File: src/rtl/parking_pkg.sv
`default_nettype none
// +-----------------------------------------------------------------------+
// | Package     : parking_pkg                                             |
// | Description : Shared constants for the parking gate arbiter: FSM      |
// |               state codes, grant direction codes, keypad password.    |
// | Revision    : 1.0  initial release                                    |
// +-----------------------------------------------------------------------+
package parking_pkg;

  // Gate controller states (explicit 2-bit encoding)
  localparam logic [1:0] ST_IDLE  = 2'd0;
  localparam logic [1:0] ST_OPEN  = 2'd1;
  localparam logic [1:0] ST_GUARD = 2'd2;
  localparam logic [1:0] ST_DENY  = 2'd3;

  // Grant direction as presented on dir_in
  localparam logic DIR_IN  = 1'b1;
  localparam logic DIR_OUT = 1'b0;

  // Entry keypad password (only consulted when PARKING_PASSWORD_EN is defined)
  localparam logic [1:0] PWD_1 = 2'b01;
  localparam logic [1:0] PWD_2 = 2'b10;

endpackage
`default_nettype wire

File: src/rtl/parking_timer.sv
`default_nettype none
// +-----------------------------------------------------------------------+
// | Module      : parking_timer                                           |
// | Description : Loadable down-counter that stops at zero and flags it.  |
// |               Shared by the OPEN, GUARD and DENY phases.              |
// | Revision    : 1.0  initial release                                    |
// +-----------------------------------------------------------------------+
module parking_timer #(
  parameter int W = 7
) (
  input  logic         clk,
  input  logic         rst,
  input  logic         load_i,
  input  logic [W-1:0] load_val_i,
  output logic         zero_o
);

  logic [W-1:0] cnt_q, cnt_d;

  // Load has priority; otherwise count down and park at zero
  always_comb begin
    cnt_d = cnt_q;
    if (load_i)
      cnt_d = load_val_i;
    else if (cnt_q != '0)
      cnt_d = cnt_q - 1'b1;
  end

  // Counter register, cleared by the active-low asynchronous reset
  always_ff @(posedge clk or negedge rst) begin
    if (!rst) cnt_q <= '0;
    else      cnt_q <= cnt_d;
  end

  assign zero_o = (cnt_q == '0);

endmodule
`default_nettype wire

File: src/rtl/parking_gate_arbiter.sv
`default_nettype none
// +-----------------------------------------------------------------------+
// | Module      : parking_gate_arbiter                                    |
// | Description : Shared barrier gate controller for one entry and one    |
// |               exit lane. Arbitrates requests, opens the gate, waits   |
// |               for the pass sensor, owns the occupancy count and full  |
// |               flag, and denies entry when the lot is full.            |
// | Options     : PARKING_PASSWORD_EN - entry additionally requires the   |
// |               keypad digits to match PWD_1/PWD_2.                     |
// | Revision    : 1.0  initial release                                    |
// +-----------------------------------------------------------------------+
module parking_gate_arbiter
  import parking_pkg::*;
#(
  parameter int CAPACITY     = 10,
  parameter int CNT_W        = 8,
  parameter int PASS_TIMEOUT = 64,
  parameter int GUARD_CYCLES = 8
) (
  input  logic             clk,
  input  logic             rst,
  input  logic             entry_req,
  input  logic             exit_req,
  input  logic             pass_sensor,
  input  logic [1:0]       pwd_1,
  input  logic [1:0]       pwd_2,
  output logic             gate_open,
  output logic             dir_in,
  output logic             green_led,
  output logic             red_led,
  output logic [CNT_W-1:0] count,
  output logic             parking_full,
  output logic             timeout_evt
);

  localparam int TMR_MAX = (PASS_TIMEOUT > GUARD_CYCLES) ? PASS_TIMEOUT : GUARD_CYCLES;
  localparam int TMR_W   = $clog2(TMR_MAX + 1);
  localparam logic [CNT_W-1:0] CAP_C     = CNT_W'(CAPACITY);
  localparam logic [TMR_W-1:0] T_PASS_C  = TMR_W'(PASS_TIMEOUT - 1);
  localparam logic [TMR_W-1:0] T_GUARD_C = TMR_W'(GUARD_CYCLES - 1);

  logic [1:0]       state_q, state_d;
  logic [CNT_W-1:0] count_q, count_d;
  logic             dir_q, dir_d;       // doubles as last-grant direction
  logic             full_q;
  logic             gate_q, red_q, tevt_q, tevt_d;

  logic             tmr_load, tmr_zero;
  logic [TMR_W-1:0] tmr_val;
  logic             pwd_ok, valid_in, valid_out;

`ifdef PARKING_PASSWORD_EN
  assign pwd_ok = (pwd_1 == PWD_1) && (pwd_2 == PWD_2);
`else
  logic unused_pwd;
  assign unused_pwd = ^{pwd_1, pwd_2};
  assign pwd_ok     = 1'b1;
`endif

  // An entry that is not valid while requested ends up in DENY
  assign valid_in  = entry_req && !full_q && pwd_ok;
  assign valid_out = exit_req && (count_q != '0);

  parking_timer #(.W(TMR_W)) u_timer (
    .clk        (clk),
    .rst        (rst),
    .load_i     (tmr_load),
    .load_val_i (tmr_val),
    .zero_o     (tmr_zero)
  );

  // Next-state, arbitration and saturating count update
  always_comb begin
    state_d  = state_q;
    count_d  = count_q;
    dir_d    = dir_q;
    tevt_d   = 1'b0;
    tmr_load = 1'b0;
    tmr_val  = '0;
    case (state_q)
      ST_IDLE: begin
        // On contention alternate against the previous grant
        if (valid_in && (!valid_out || dir_q == DIR_OUT)) begin
          state_d  = ST_OPEN;
          dir_d    = DIR_IN;
          tmr_load = 1'b1;
          tmr_val  = T_PASS_C;
        end else if (valid_out) begin
          state_d  = ST_OPEN;
          dir_d    = DIR_OUT;
          tmr_load = 1'b1;
          tmr_val  = T_PASS_C;
        end else if (entry_req) begin
          state_d  = ST_DENY;
          tmr_load = 1'b1;
          tmr_val  = T_GUARD_C;
        end
      end
      ST_OPEN: begin
        if (pass_sensor) begin
          if (dir_q == DIR_IN && count_q != CAP_C)
            count_d = count_q + 1'b1;
          else if (dir_q == DIR_OUT && count_q != '0)
            count_d = count_q - 1'b1;
          state_d  = ST_GUARD;
          tmr_load = 1'b1;
          tmr_val  = T_GUARD_C;
        end else if (tmr_zero) begin
          tevt_d   = 1'b1;
          state_d  = ST_GUARD;
          tmr_load = 1'b1;
          tmr_val  = T_GUARD_C;
        end
      end
      ST_GUARD: begin
        if (tmr_zero) state_d = ST_IDLE;
      end
      ST_DENY: begin
        // Hold until the denied car has backed off the entry loop
        if (tmr_zero && !entry_req) state_d = ST_IDLE;
      end
      default: state_d = ST_IDLE;
    endcase
  end

  // State and registered outputs; reset drops the gate immediately
  always_ff @(posedge clk or negedge rst) begin
    if (!rst) begin
      state_q <= ST_IDLE;
      count_q <= '0;
      dir_q   <= DIR_OUT;
      full_q  <= 1'b0;
      gate_q  <= 1'b0;
      red_q   <= 1'b0;
      tevt_q  <= 1'b0;
    end else begin
      state_q <= state_d;
      count_q <= count_d;
      dir_q   <= dir_d;
      full_q  <= (count_d == CAP_C);
      gate_q  <= (state_d == ST_OPEN);
      red_q   <= (state_d == ST_DENY);
      tevt_q  <= tevt_d;
    end
  end

  assign gate_open    = gate_q;
  assign green_led    = gate_q;
  assign red_led      = red_q;
  assign dir_in       = dir_q;
  assign count        = count_q;
  assign parking_full = full_q;
  assign timeout_evt  = tevt_q;

endmodule
`default_nettype wire
File: config.mk
export PLATFORM = sky130hd
export DESIGN_NAME = parking_gate_arbiter
export DESIGN_NICKNAME = d
export VERILOG_FILES = /design/src/rtl/parking_pkg.sv /design/src/rtl/parking_timer.sv /design/src/rtl/parking_gate_arbiter.sv
export SDC_FILE = /design/constraint.sdc
export NUM_CORES = 1
export LEC_CHECK = 0
export ABC_AREA = 1
export ABC_CLOCK_PERIOD_IN_PS = 5700
export CAP_MARGIN = 20
export CORE_MARGIN = 2
export CORE_UTILIZATION = 35
export DETAILED_ROUTE_END_ITERATION = 10
export MAX_ROUTING_LAYER = met4
export SLEW_MARGIN = 20
export SYNTH_ARGS = -nofsm -noshare
export SYNTH_HDL_FRONTEND = slang
export SYNTH_SLANG_ARGS = --single-unit
File: constraint.sdc
create_clock -name clk -period 5.7 [get_ports clk]
set_clock_uncertainty 0.2 [all_clocks]
set_input_delay 0.57 -clock clk [delete_from_list [all_inputs] [get_ports clk]]
set_output_delay 0.57 -clock clk [all_outputs]
set_load 0.005 [all_outputs]
==> flow_metrics.py, run 1 <==
metrics = {
    "clocking": {
        "numCtsBuffers": 3,
        "clkTransAtPathRegs_ns": 0.08,
        "cts_max_path_buffers": 2,
        "hold_buffers": 0,
        "cts.sinks": 22,
        "postCtsResizedCells": 0,
        "clk-insertion-delay-late_ns": 0.27,
        "post-cts-setup-buffers": 0,
        "htree_levels": 1,
        "cts_tree": "yes",
        "cts-root-buf": "clkbuf_8",
    },
    "synth": {
        "yosys-top-cells-area": "dfrtp_1 (40%), nand2_1 (14%), inv_1 (7.4%), nand3_1 (5.5%), nor2_1 (4.9%)",
        "synth_nets": 199,
        "ys_warn_count": 0,
        "async_flop_share_pct": 100,
        "syn_inst": 186,
        "synth_top_flop_cell": "dfrtp_1",
        "synth_top_area_share_pct": 40.3,
        "synth.cell_area_um2": 1370,
        "synth_area_per_cell_um2": 7.35,
        "seq_area_frac_synth_pct": 40.3,
        "synth_edf_count": 0,
        "synth.most_common_cell": "nand2_1",
        "ys_ff_latch": 22,
        "synthTopCellsByCount": "nand2_1 (52), inv_1 (27), dfrtp_1 (22), nor2_1 (18), nand3_1 (15)",
        "yosysTopAreaCell": "dfrtp_1",
        "synthDistinctLibCells": 24,
    },
    "place": {
        "dp_slack_ns": 3.28,
        "dp_hpwl_um": 2110,
        "routabilityCongestion": 0.804,
        "numPortBuffers": 18,
    },
    "route": {
        "first_iter_violations": 31,
        "antenna_left": 0,
        "dr.pass1.iters": 4,
        "routed_wl_um": 2740,
        "vias": 1170,
        "wl_per_cell_um": 10.8,
        "drcViolationCount": 0,
        "vias_per_cell": 4.61,
    },
    "global_route": {
        "grt.total_usage_pct": 15.0,
        "grt_pass1_wl_um": 4910,
        "antenna_found_initial": 0,
        "grt_max_degree": 23,
        "first_global_vias": 1126,
        "grt_overflow": 0,
    },
    "sta": {
        "period_needed_ns": 2.43,
        "fin_crit_sh_pct": 42.6,
        "setup-tns-final_ns": 0,
        "hold_viol": 0,
        "drv_slew": 0,
        "max_freq_mhz": 412,
        "setup_slack_ns": 3.27,
        "rsz0062_at_grt": "false",
        "setup_viol": 0,
        "slew_headroom_pct": 63.0,
        "tightest_slew_ns": 0.555,
    },
    "setup_path": {
        "cp_common_cell": "nand2_1",
        "critPathLaunchType": "flop",
        "end_kind": "flop",
        "cp_max_fo": 11,
        "worstPathRequired_ns": 5.70,
        "regToRegSetupSlack_ns": 3.27,
        "r2r_start": "count[0]",
        "critPathTopFamily": "simple AND/OR/NAND/NOR gates",
        "arrival_ns": 2.43,
        "slowest_delay_ns": 0.49,
        "path_class": "reg -> reg",
        "cpMaxStageDelayCell": "o21ai_2",
        "path_buf_inv": 1,
        "rr_worst_depth": 12,
        "worstPathCellList": "inv_1 > ha_1 > nand3_2 > o21ai_2 > nand2_1 > nand2_2 > nor2_1 > nand2_1 > nand2_1 > nor2_1 > nand2_1 > nor2_2",
        "r2r_end": "parking_full",
    },
    "die": {
        "die_h_um": 66.5,
        "start_util_pct": 36.8,
        "core_um2": 3720,
        "die_x_um": 66.5,
        "die_area_um2": 4420,
        "io_pins": 23,
        "rows": 22,
    },
    "pwr": {
        "peakVddDrop_mv": 0.246,
        "power_leakage_uw": 0.000812,
        "powerDensity_nw_per_um2": 497,
        "pwr-share-comb_pct": 47.6,
        "intPower_uw": 486,
        "p_clk_share_pct": 17.9,
        "p_sw_uw": 336,
        "pwr-share-seq_pct": 34.5,
        "p_sw_share_pct": 40.9,
    },
    "outcome": {
        "status": "finished, final reports clean",
    },
    "cells_and_area": {
        "antenna_cells": 0,
        "nets": 220,
        "area_growth_pct": 21.1,
        "drive_gt1_share_pct": 12.6,
    },
    "min_path": {
        "hp-class": "in -> async",
    },
    "flow_run": {
        "maxCapViolations": 0,
    },
}
==> metrics by stage <==
stage | cells | hold WS (ns) | power (uW) | utilization [%] | instance area [um2]
floorplan | 186 | 0.0744 | 547 | - | 1370
global placement | 250 | 0.288 | 676 | 42.7 | 1590
detailed placement | 250 | 0.294 | 678 | 42.7 | 1590
CTS | 254 | 0.315 | 831 | 44.6 | 1660
global route | 254 | 0.0866 | 908 | 44.5 | 1650
finish | 254 | 0.0499 | 822 | 44.5 | 1650
==> per-layer routing <==
layer,track usage [%],vias up,wire [um]
li1,-,627,-
met1,19.8,521,1390
met2,22.9,18,1230
met3,2.70,4,82
met4,5.61,0,38
met5,-,-,0
==> how the worst max path moves through the flow <==
stage                   from           end  slack, ns  cells past startpoint
finish              count[0]  parking_full       3.27                     12
global route        count[0]  parking_full       3.05                     12
CTS                 count[0]  parking_full       3.26                     12
detailed placement  count[0]  parking_full       3.28                     12
global placement    count[0]  parking_full       3.30                     12
floorplan           count[0]  parking_full       3.83                     10
==> kinds of logic (layout without fill, tap and decap cells) <==
logic type                 count (synthesis)  in the layout  synth area share (%)
xor gates and xnor gates                   3              3                  1.92
adders and majority gates                  4              4                  3.66
and+or+nand+nor                          102            102                  33.2
AOI/OAI and AO/OA                         24             24                  11.5
DFF                                       22             22                  40.3
buffers and inverters                     31             51                  9.34
==> sequential cells by signal (all words and copies together) (netlist names) <==
name,cells
state_q,2
dir_in,1
u_timer.cnt_q,7
timeout_evt,1
parking_full,1
count,8
gate_open,1
red_led,1
==> worst reg2reg max path: stages, from the launching register on <==
cell	delay [ns]
dfrtp_1	0.41
inv_1	0.16
ha_1	0.20
nand3_2	0.09
o21ai_2	0.49
nand2_1	0.14
nand2_2	0.17
nor2_1	0.06
nand2_1	0.05
nand2_1	0.06
nor2_1	0.16
nand2_1	0.08
nor2_2	0.10
==> layout by cell type, fill, tap and decap left out, drive strengths merged <==
master	synthesis	layout
a21oi	5	5
buf	2	1
bufinv	0	1
clkbuf	0	3
clkdlybuf4s50	0	17
dfrtp	22	22
ha	4	4
inv	29	29
nand2	58	58
nand3	17	17
nand3b	2	2
nand4	1	1
nor2	22	22
nor4	1	1
o211ai	4	4
o21a	1	1
o21ai	13	13
o21bai	1	1
or2	1	1
xor2	3	3
==> area by class of cell <==
cell class                 count  area [um2]
clock buffer                   3        41.3
clock inverter                 1        30.0
fill                         383        2060
inverter                      29         109
multi-input combinational    133         688
sequential                    22         551
tap                           48        60.1
timing repair buffer          18         175
==> power by group through the flow <==
stage	sequential [uW]	clock [uW]	combinational (uW)
floorplan	276	0	270
global placement	286	0	389
detailed placement	286	0	392
CTS	283	152	396
global route	295	160	453
finish	284	147	391
(Power assumes the default switching activity.)
==> run 2, diff against run 1 <==
--- a/config.mk
+++ b/config.mk
@@ -6,7 +6,7 @@
 export NUM_CORES = 1
 export LEC_CHECK = 0
 export ABC_AREA = 1
-export ABC_CLOCK_PERIOD_IN_PS = 5700
+export ABC_CLOCK_PERIOD_IN_PS = 1900
 export CAP_MARGIN = 20
 export CORE_MARGIN = 2
 export CORE_UTILIZATION = 35
==> constraint.sdc (replaced) <==
create_clock -name clk -period 1.9 [get_ports clk]
set_clock_uncertainty 0.2 [all_clocks]
set_input_delay 0.19 -clock clk [delete_from_list [all_inputs] [get_ports clk]]
set_output_delay 0.19 -clock clk [all_outputs]
set_load 0.005 [all_outputs]
==> run 2 against run 1 <==
Compared with the run above:
- the flow now finishes with violations (negative setup slack)
- flip-flop and latch count did not move
- critical path depth decreased by 1
- combinational power rose to 5.4 times the previous value
- register-to-register slack got worse by 3.3 ns
- clock power up 95%
- utilization is 15 points higher
- die area did not move
- setup slack worse by 3.3 ns
- non-clock buffer count is 45 higher
- critical endpoint unchanged
- highest routed layer unchanged
==> flow_metrics.py, run 2 (synthesis gave the netlist of run 1 again) <==
metrics = {
    "outcome": {
        "status": "finished with violations",
        "violations": "negative setup slack",
    },
    "setup_path": {
        "end_kind": "flop",
        "path_class": "reg -> reg",
        "r2r_start": "count[1]",
        "worstPathRequired_ns": 1.90,
        "cp-startpoint": "count[1]",
        "cp_max_fo": 7,
        "critPathLaunchType": "flop",
        "arrival_ns": 1.93,
    },
    "pwr": {
        "totalPowerFinal_uw": 3220,
        "peakVddDrop_mv": 0.805,
        "powerDensity_nw_per_um2": 1470,
        "power_leakage_uw": 0.00105,
    },
    "global_route": {
        "grt.total_usage_pct": 17.1,
        "grt_overflow": 0,
        "antenna_found_initial": 0,
        "grt_max_degree": 23,
        "grt_pass1_wl_um": 5510,
        "first_global_vias": 1236,
    },
    "cells_and_area": {
        "largest_reg_flops": 8,
        "mostFrequentLayoutCell": "buf_4",
        "final_cell_mix": "buf_4 (42), nand2_1 (40), dfrtp_1 (22)",
        "antenna_cells": 0,
        "area_growth_pct": 60.7,
        "nFillCells": 340,
        "nets": 265,
        "seq_area_um2": 551,
        "drive_gt1_share_pct": 41.6,
        "multi_input_area_um2": 901,
    },
    "place": {
        "routabilityCongestion": 0.817,
        "dp_hpwl_um": 2440,
        "numPortBuffers": 18,
    },
    "route": {
        "vias": 1376,
        "dr.pass1.iters": 4,
        "routed_wl_um": 3460,
        "first_iter_violations": 48,
        "wl_per_cell_um": 11.6,
        "drcViolationCount": 0,
        "vias_per_cell": 4.62,
        "antenna_left": 0,
    },
    "sta": {
        "drv_slew": 0,
        "hold_viol": 0,
        "fin_crit_sh_pct": 102,
        "setup_slack_ns": -0.0316,
        "period_needed_ns": 1.93,
        "setup_viol": 2,
        "max_freq_mhz": 518,
        "holdWs_ns": 0.0741,
        "slew_headroom_pct": 78.1,
        "rsz0062_at_grt": "true",
        "tightest_slew_ns": 0.329,
    },
    "die": {
        "core_um2": 3720,
        "rows": 22,
        "die_h_um": 66.5,
        "io_pins": 23,
        "die_x_um": 66.5,
        "die_area_um2": 4420,
        "start_util_pct": 36.8,
    },
    "clocking": {
        "cts_tree": "yes",
        "htree_levels": 1,
        "numCtsBuffers": 3,
        "hold_buffers": 0,
        "cts.sinks": 22,
        "cts_max_path_buffers": 2,
        "clk-insertion-delay-late_ns": 0.26,
        "cts-root-buf": "clkbuf_8",
        "clkTransAtPathRegs_ns": 0.07,
    },
    "min_path": {
        "hp-class": "in -> async",
    },
    "flow_run": {
        "maxCapViolations": 0,
    },
}
run 2: report_power, final:
group          internal, uW  leakage [uW]  switching, uW
registers               659      0.000266            167
clock network           142     0.0000216            145
logic                  1070      0.000766           1040
run 2: area by class of cell:
| type | instances | area share (%) |
|---|---|---|
| clock buffers | 3 | 1.88 |
| inverters | 29 | 5.19 |
| multi-input cells | 133 | 41.0 |
| flip-flops and latches | 22 | 25.1 |
| well taps | 48 | 2.74 |
| repair buffers | 63 | 24.1 |
run 2: path summary, 6_finish.rpt:
kind	end	slack, ns	cells after the start
max	parking_full	-0.03	11
min	u_timer.cnt_q[4]	0.07	2
max reg2reg	parking_full	-0.03	11
min reg2reg	u_timer.cnt_q[6]	0.33	2
max in group asynchronous	parking_full	1.21	2
min in group clk	u_timer.cnt_q[6]	0.33	2
run 2: per-stage QoR:
| step | setup WS (ns) | cells | TNS [ns] | area (um2) | util (%) |
|---|---|---|---|---|---|
| 5_1_grt | -0.120 | 298 | -0.451 | 2200 | 59.1 |
| 3_5_place_dp | -0.0990 | 287 | -0.585 | 1870 | 50.2 |
| 3_3_place_gp | -0.0899 | 287 | -0.345 | 1870 | 50.2 |
| 6_report | -0.0316 | 298 | -0.0322 | 2200 | 59.1 |
| 4_1_cts | -0.0229 | 292 | -0.0365 | 1970 | 53.0 |
| 2_1_floorplan | 0.0332 | 186 | 0 | 1370 | - |
run 2: critical path, cell delays in order, from the launching register on:
cell     delay (ns)
dfrtp_1        0.42
buf_6          0.14
ha_4           0.16
nand3_4        0.07
o21ai_4        0.08
buf_6          0.16
buf_6          0.12
o21ai_4        0.14
nand3_1        0.10
nand2_2        0.09
nand3_2        0.08
nor2_2         0.11
run 2: what timing repair did:
action | CTS | global route
setup buffers | 2 | 6
pin swaps | 11 | 25
setup endpoints to repair | 12 | 14
gates resized for setup | 16 | 45
run 2: routing by layer:
layer / wire length (um) / vias up / GRT usage [%]
li1: - / 720 / -
met1: 1540 / 625 / 22.3
met2: 1690 / 24 / 25.9
met3: 152 / 7 / 3.55
met4: 70 / 0 / 6.89
met5: 0 / - / -
==> run 3, diff against run 2 <==
--- a/config.mk
+++ b/config.mk
@@ -8,7 +8,6 @@
 export ABC_AREA = 1
 export ABC_CLOCK_PERIOD_IN_PS = 1900
 export CAP_MARGIN = 20
-export CORE_MARGIN = 2
 export CORE_UTILIZATION = 35
 export DETAILED_ROUTE_END_ITERATION = 10
 export MAX_ROUTING_LAYER = met4
==> run 3 against run 2 <==
Compared with the run above:
- first-iteration DRC count decreased by 6.3%
- critical path depth rose by 2
- register-to-register slack about the same
- combinational power shrank 8%
- highest routed layer unchanged
- non-clock buffer count shrank 5
- critical path type unchanged
- critical endpoint unchanged
- hold slack got worse by 0.017 ns
- setup slack better by 0.0048 ns
- the flow still finishes with violations (negative setup slack)
- largest cell class unchanged
==> flow_metrics.py, run 3 (synthesis gave the netlist of run 1 again) <==
metrics = {
    "route": {
        "routed_wl_um": 3350,
        "vias": 1370,
        "first_iter_violations": 45,
        "wl_per_cell_um": 11.4,
        "drcViolationCount": 0,
        "antenna_left": 0,
        "vias_per_cell": 4.66,
        "dr.pass1.iters": 4,
    },
    "pwr": {
        "p_clk_share_pct": 14.0,
        "p_sw_share_pct": 39.7,
        "pwr-share-comb_pct": 60.1,
        "p_sw_uw": 1280,
        "power_leakage_uw": 0.00102,
        "pwr-share-seq_pct": 25.9,
        "powerDensity_nw_per_um2": 1510,
        "intPower_uw": 1940,
        "peakVddDrop_mv": 0.579,
        "totalPowerFinal_uw": 3220,
    },
    "global_route": {
        "antenna_found_initial": 0,
        "grt_max_degree": 23,
        "grt.total_usage_pct": 18.1,
        "first_global_vias": 1238,
        "grt_pass1_wl_um": 5640,
        "grt_overflow": 0,
    },
    "cells_and_area": {
        "stdcell_count": 294,
        "mostFrequentLayoutCell": "nand2_1",
        "final_cell_mix": "nand2_1 (40), buf_4 (36), inv_1 (21), dfrtp_1 (21), clkdlybuf4s50_1 (18)",
        "seq_area_um2": 552,
        "nets": 260,
        "largest_reg_flops": 8,
        "nFillCells": 368,
        "area_growth_pct": 56.0,
        "multi_input_area_um2": 842,
        "drive_gt1_share_pct": 39.4,
        "fin_area_um2": 2130,
        "antenna_cells": 0,
    },
    "sta": {
        "setup_viol": 2,
        "fin_crit_sh_pct": 101,
        "holdWs_ns": 0.0572,
        "period_needed_ns": 1.93,
        "hold_viol": 0,
        "rsz0062_at_grt": "true",
        "max_freq_mhz": 519,
        "slew_headroom_pct": 78.2,
        "drv_slew": 0,
        "tightest_slew_ns": 0.328,
        "setup_slack_ns": -0.0267,
    },
    "setup_path": {
        "cp_max_fo": 7,
        "cp_common_cell": "nand2_2",
        "path_buf_inv": 2,
        "worstPathRequired_ns": 1.91,
        "worstPathCellList": "inv_2 > ha_4 > nand3_4 > o21ai_4 > buf_6 > nand2_2 > nand2_2 > nor2_1 > nand2_1 > nand2_2 > nor2_2 > nand2_1 > nor2_2",
        "critPathLaunchType": "flop",
        "critPathTopFamily": "simple AND/OR/NAND/NOR gates",
        "path_class": "reg -> reg",
        "slowest_delay_ns": 0.39,
        "end_kind": "flop",
        "cpMaxStageDelayCell": "dfrtp_1",
        "arrival_ns": 1.94,
    },
    "die": {
        "die_x_um": 64.5,
        "start_util_pct": 36.8,
        "die_area_um2": 4160,
        "io_pins": 23,
        "core_um2": 3720,
        "rows": 22,
        "die_h_um": 64.5,
    },
    "place": {
        "dp_cells": 285,
        "dpl-instance-area_um2": 1850,
        "numPortBuffers": 18,
        "dp_hpwl_um": 2340,
        "routabilityCongestion": 0.890,
    },
    "min_path": {
        "hp-class": "in -> async",
    },
    "flow_run": {
        "maxCapViolations": 0,
    },
    "clocking": {
        "clkTransAtPathRegs_ns": 0.09,
        "clk-insertion-delay-late_ns": 0.27,
        "cts_max_path_buffers": 2,
        "cts.sinks": 22,
        "numCtsBuffers": 3,
        "hold_buffers": 0,
        "htree_levels": 1,
        "cts_tree": "yes",
        "cts-root-buf": "clkbuf_8",
    },
    "outcome": {
        "status": "finished with violations",
        "violations": "negative setup slack",
    },
}
==> run 3: worst reg2reg max path, cell delays in order, from the launching register on <==
cell and delay (ns):
dfrtp_1 0.39, inv_2 0.12, ha_4 0.15, nand3_4 0.08
o21ai_4 0.19, buf_6 0.15, nand2_2 0.06, nand2_2 0.06
nor2_1 0.05, nand2_1 0.06, nand2_2 0.06, nor2_2 0.11
nand2_1 0.08, nor2_2 0.10
==> run 3: layout make-up <==
cell class,count,share of cell area (%)
inverters,29,5.22
clock inverters,1,1.41
repair buffers,58,23.2
flip-flops and latches,22,25.9
multi-input cells,133,39.5
clock buffers,3,1.94
well taps,48,2.82
==> run 3: per-layer routing <==
metal / track usage [%] / routed length (um)
met5: - / 0
met1: 24.8 / 1590
met3: 1.76 / 65
met2: 27.5 / 1610
met4: 7.50 / 88
==> run 3: worst paths after layout <==
| path | startpoint | to | slack (ns) | cells past startpoint |
|---|---|---|---|---|
| max | count[0] | parking_full | -0.03 | 13 |
| min | rst | count[3] | 0.06 | 2 |
| max reg2reg | count[0] | parking_full | -0.03 | 13 |
| min reg2reg | u_timer.cnt_q[1] | u_timer.cnt_q[1] | 0.33 | 2 |
| max in group asynchronous | rst | count[1] | 1.19 | 2 |
| min in group clk | u_timer.cnt_q[1] | u_timer.cnt_q[1] | 0.33 | 2 |
==> run 3: power groups by stage <==
stage               Clock (uW)  Combinational, uW  Sequential, uW
global placement             0               1590             811
CTS                        462               1780             824
global route               487               2150             860
finish                     451               1940             832
floorplan                    0                811             829
detailed placement           0               1600             811
==> run 3: through the flow <==
stage	util [%]	TNS [ns]	worst slack, ns
global placement	49.8	-0.372	-0.0839
global route	57.4	-0.683	-0.158
CTS	54.9	0	0.00611
finish	57.4	-0.0316	-0.0267
detailed placement	49.8	-0.436	-0.0777
floorplan	-	0	0.0332
==> run 3: what timing repair did <==
item / CTS / global route
resized for setup: 25 / 27
setup endpoints to repair: 10 / 14
pin swaps: 8 / 21
setup buffers: 3 / 2
